File: src/rtl/adc_block_average.sv
// Multi-channel boxcar averager: sums 2^L valid samples per channel in parallel and
// emits the rounded mean of each channel with a one-cycle DONE strobe.
module adc_block_average #(
  parameter int ADC_WIDTH  = 12,
  parameter int NUM_CH     = 2,
  parameter int MAX_LOG2_N = 12,
  parameter int LOG2_W     = 4
) (
  input  logic                          ADC_CLK,
  input  logic                          RST,
  input  logic [NUM_CH*ADC_WIDTH-1:0]   ADC_DATA_IN,
  input  logic                          ADC_VALID,
  input  logic [LOG2_W-1:0]             LOG2_N,
  input  logic                          CONTINUOUS,
  input  logic                          START,
  input  logic                          STOP,
  output logic [NUM_CH*ADC_WIDTH-1:0]   AVE_OUT,
  output logic                          DONE,
  output logic                          BUSY,
  output logic [MAX_LOG2_N:0]           WIN_CNT
);

  localparam int ACC_W = ADC_WIDTH + MAX_LOG2_N;
  localparam int SUM_W = ACC_W + 1;
  localparam int CNT_W = MAX_LOG2_N + 1;

  typedef enum logic {IDLE, ACCUM} state_t;

  state_t                   state;
  logic [LOG2_W-1:0]        l_lat;
  logic                     cont_lat;
  logic signed [ACC_W-1:0]  acc     [NUM_CH];
  logic signed [ADC_WIDTH-1:0] smp  [NUM_CH];
  logic signed [SUM_W-1:0]  sum_nx  [NUM_CH];
  logic signed [ADC_WIDTH-1:0] mean_nx [NUM_CH];
  logic [LOG2_W-1:0]        l_clamp;
  logic [CNT_W-1:0]         last_cnt;
  logic                     last_smp;

  // Round half toward +inf, then arithmetic shift; the mean of in-range samples
  // always fits ADC_WIDTH, so the truncation below never loses information.
  function automatic logic signed [ADC_WIDTH-1:0] round_mean(
    input logic signed [SUM_W-1:0] sum,
    input logic [LOG2_W-1:0]       l
  );
    logic signed [SUM_W-1:0] bias;
    logic signed [SUM_W-1:0] t;
    logic signed [SUM_W-1:0] q;
    bias = (l == '0) ? '0 : (SUM_W'(1) << (l - LOG2_W'(1)));
    t    = sum + bias;
    q    = t >>> l;
    return q[ADC_WIDTH-1:0];
  endfunction

  always_comb begin
    l_clamp = (int'(LOG2_N) > MAX_LOG2_N) ? LOG2_W'(MAX_LOG2_N) : LOG2_N;
    last_cnt = (CNT_W'(1) << l_lat) - CNT_W'(1);
    last_smp = ADC_VALID && (WIN_CNT == last_cnt);
  end

  // Widen accumulator by one bit so the final add plus rounding bias cannot wrap.
  always_comb begin
    for (int k = 0; k < NUM_CH; k++) begin
      smp[k]     = ADC_DATA_IN[k*ADC_WIDTH +: ADC_WIDTH];
      sum_nx[k]  = {acc[k][ACC_W-1], acc[k]}
                 + {{(SUM_W-ADC_WIDTH){smp[k][ADC_WIDTH-1]}}, smp[k]};
      mean_nx[k] = round_mean(sum_nx[k], l_lat);
    end
  end

  always_ff @(posedge ADC_CLK) begin
    if (RST) begin
      state    <= IDLE;
      l_lat    <= '0;
      cont_lat <= 1'b0;
      DONE     <= 1'b0;
      BUSY     <= 1'b0;
      WIN_CNT  <= '0;
      AVE_OUT  <= '0;
      for (int k = 0; k < NUM_CH; k++) acc[k] <= '0;
    end else begin
      DONE <= 1'b0;
      case (state)
        IDLE: begin
          WIN_CNT <= '0;
          for (int k = 0; k < NUM_CH; k++) acc[k] <= '0;
          if (START && !STOP) begin
            state    <= ACCUM;
            BUSY     <= 1'b1;
            l_lat    <= l_clamp;
            cont_lat <= CONTINUOUS;
          end
        end
        ACCUM: begin
          // STOP wins over a coincident last sample: the window is simply dropped.
          if (STOP) begin
            state   <= IDLE;
            BUSY    <= 1'b0;
            WIN_CNT <= '0;
            for (int k = 0; k < NUM_CH; k++) acc[k] <= '0;
          end else if (last_smp) begin
            DONE    <= 1'b1;
            WIN_CNT <= '0;
            for (int k = 0; k < NUM_CH; k++) begin
              acc[k] <= '0;
              AVE_OUT[k*ADC_WIDTH +: ADC_WIDTH] <= mean_nx[k];
            end
            if (!cont_lat) begin
              state <= IDLE;
              BUSY  <= 1'b0;
            end
          end else if (ADC_VALID) begin
            WIN_CNT <= WIN_CNT + CNT_W'(1);
            for (int k = 0; k < NUM_CH; k++) acc[k] <= sum_nx[k][ACC_W-1:0];
          end
        end
        default: begin
          state <= IDLE;
          BUSY  <= 1'b0;
        end
      endcase
    end
  end

endmodule

File: config.mk
export PLATFORM = sky130hd
export DESIGN_NAME = adc_block_average
export DESIGN_NICKNAME = d
export VERILOG_FILES = /design/src/rtl/adc_block_average.sv
export SDC_FILE = /design/constraint.sdc
export NUM_CORES = 1
export LEC_CHECK = 0
export BUFFER_PORTS_ARGS = -buffer_cell sky130_fd_sc_hd__buf_2
export CAP_MARGIN = 10
export CORE_MARGIN = 2
export CORE_UTILIZATION = 30
export CTS_CLUSTER_SIZE = 16
export DETAILED_ROUTE_END_ITERATION = 10
export PLACE_DENSITY = 0.55
export RECOVER_POWER = 50
export SKIP_CTS_REPAIR_TIMING = 1
export SYNTH_ARGS = -nofsm -noshare
export SYNTH_HDL_FRONTEND = slang
export SYNTH_SLANG_ARGS = --single-unit
File: constraint.sdc
create_clock -name ADC_CLK -period 4.7 [get_ports ADC_CLK]
set_input_delay 0.47 -clock ADC_CLK [delete_from_list [all_inputs] [get_ports ADC_CLK]]
set_output_delay 0.47 -clock ADC_CLK [all_outputs]
set_load 0.02 [all_outputs]
==> out/summary.txt <==
Worst-margin pin slew: 1028 ps
Flops & latches, synth: 93
Inserted Clock Buffers: 9
Slew HR: 0.3122
Horiz. Die Dim: 189.5 µm
Tcrit/Tclk final: 1.006
Yosys Warn Count: 0
Core Util, Final: 0.3919
Detailed Route Iter0 Violations: 644
Largest net degree at the start of global routing: 49
Residual DRC: 0
CTS H-Tree Depth: 3
Drt first pass iters: 5
WL/cell: 17.94 µm
Total global routing overflow: 0
EDFF count, synth: 48
Overall global routing resource usage: 0.1909
Leakage: 5.972 nW
Critical Path AT: 4980 ps
Clock period minus worst slack: 4726 ps
Unique masters post-synth: 94
# nets final: 1,618
Run status: finished with violations
Post-Route WL: 35.00 mm
Synth Cell Area: 0.01032 mm²
Dpl cell area: 0.01228 mm²
Vias: 10,810
Core Area: 0.03370 mm²
Global-route wire length before repair: 55.23 mm
Hold slack: 343.4 ps
Synth Instances: 1,294
Worst Path Required: 4960 ps
Die Y: 189.5 µm
Vias per cell: 5.541
RSZ-0062 raised after global routing: true
Number of diodes: 0
Routability congestion estimate: 0.8476
Clock skew: 11.45 ps
Initial core utilization: 0.3064
Area of the multi-input gates: 0.008112 mm²
Std cell rows: 67
CTS tree: done
PnR worst setup slack: -26.22 ps
Io pins: 73
Design area: 0.01321 mm²
Synthesis-to-layout area growth: 27.92%
Hold Crit Class: input pin to register
Clk Latency, worst-skew pair: 370 ps
Critical path launch point: acc[0][25]
Number of global-route vias before repair: 10,390
Synth Flop Type: edfxtp_1
Max-slew violation count: 0
Crit-path max FO: 4
Setup TNS: -26.22 ps
Startpoint Class: register
Routed Antenna Nets: 0
Die area: 0.03592 mm²
Failing checks: negative setup slack
Register Area: 0.002344 mm²
Hold_sp: CONTINUOUS
Max Cap Viol: 0
DPL Wire Length: 26.50 mm
Tot Pwr: 0.002674 W
Port bufs: 72
Clk sink count: 93
Worst r2r src: acc[0][25]
Mean post-synth cell area: 7.979 µm²
Final setup viols: 1
Setup CP Type: register to register
CP endpoint kind: register
PwrDens: 202.4 mW/mm²
Seq/Total Area, Yosys: 0.2269
Max Freq: 0.2116 GHz
Root Driver: clkbuf_16
Initial antenna violation count: 0
Share of cells above drive strength 1: 0.2628
CTS Buffer Depth: 2
Final Hold Fails: 0
Fraction of registers with async set/reset: 0
Clock Pin Slew Worst Setup and Hold Paths: 70 ps
Worst vdd rail ir drop: 0.1808 mV
# fillers: 3,490
==> metal layers <==
metal  track usage  part of all wire  vias to the layer above
li1              -                 -                     5310
met3       0.03318             0.069                       32
met2        0.2921              0.43                      335
met5             0                 0                        -
met4       0.03936             0.012                        0
met1        0.2797              0.49                     5133
==> worst max-delay path: stages (launching register included) <==
cell and delay (ps):
edfxtp_1 400, ha_1 300, a21o_1 200, a41o_1 270, o21ai_2 150, nor2b_4 170, o21ai_2 70, xor2_2 230
ha_4 250, and3_4 180, o21ai_2 140, o311ai_2 120, a41o_1 270, a221o_1 400, o21ai_1 120, xnor2_1 140
mux4_2 520, mux4_2 480, a22o_1 210
==> cells in the mapped netlist (all sizes together), types with 16 or more instances <==
cell type / number / area [µm²]
a31oi: 21 / 131.4
mux4: 16 / 360.4
nor3: 41 / 210.2
and3: 48 / 305.3
nand3: 35 / 180.2
ha: 82 / 1026
a21oi: 116 / 584.3
buf: 19 / 86.33
a211oi: 26 / 195.2
xnor2: 46 / 402.9
edfxtp: 48 / 1441
o211ai: 19 / 166.4
inv: 30 / 112.6
mux2i: 32 / 320.3
nand2: 112 / 420.4
dfxtp: 45 / 900.9
xor2: 34 / 297.8
clkbuf: 43 / 161.4
nor2: 141 / 529.3
o21ai: 90 / 450.4
and2: 19 / 118.9
a21o: 34 / 255.2
==> cells by family after synthesis <==
kind of cell,after synthesis,share of synthesized area
muxes,61,0.08047
and+or+nand+nor,463,0.2167
AOI/OAI and AO/OA,417,0.2654
DFF,93,0.2269
buffers and inverters,93,0.03526
adders and majority gates,86,0.1071
other,1,0.0003632
xor gates and xnor gates,80,0.06786
==> stage by stage <==
step / std cells / setup slack (ps)
after floorplan: 1295 / -36.35
after global placement: 1921 / -338.5
after detailed placement: 1921 / -452.1
after CTS: 1937 / -255.9
after global routing: 1951 / -189.7
final: 1951 / -26.22
==> cell type report <==
class	count	area share
timing repair buffer	254	0.1316
inverter	31	0.008810
sequential	93	0.1774
tap	448	0.04244
clock inverter	4	0.004452
multi-input combinational	1109	0.6142
clock buffer	12	0.02113
==> sequential cells by signal (all words and copies together), names as in the netlist <==
signal and flops:
acc 48, AVE_OUT 24, WIN_CNT 13, l_lat 4, BUSY 1, DONE 1
cont_lat 1, state 1
==> power by group <==
group | internal (W) | switching [W] | total, W | leakage, nW
combinational | 0.000414 | 0.000519 | 0.000933 | 4.86
sequential | 0.000859 | 0.00000933 | 0.000868 | 0.950
clock | 0.000486 | 0.000386 | 0.000873 | 0.166
==> worst paths after layout <==
path	endpoint	slack, ps	cells past startpoint
max	AVE_OUT[15]	-30	18
min reg2reg	cont_lat	470	2
max reg2reg	AVE_OUT[15]	-30	18
min	cont_lat	340	3
==> cells in the final DEF (no fill, tap or decap), types with 42 or more instances in the layout <==
cell type / Yosys / layout
buf_4: 1 / 177
nor2_1: 141 / 137
nand2_1: 112 / 111
a21oi_1: 115 / 106
o21ai_0: 85 / 78
ha_1: 82 / 75
buf_2: 9 / 66
edfxtp_1: 48 / 48
and3_1: 47 / 46
dfxtp_1: 45 / 44
xnor2_1: 46 / 42
Power figures use the tool's default switching activity.
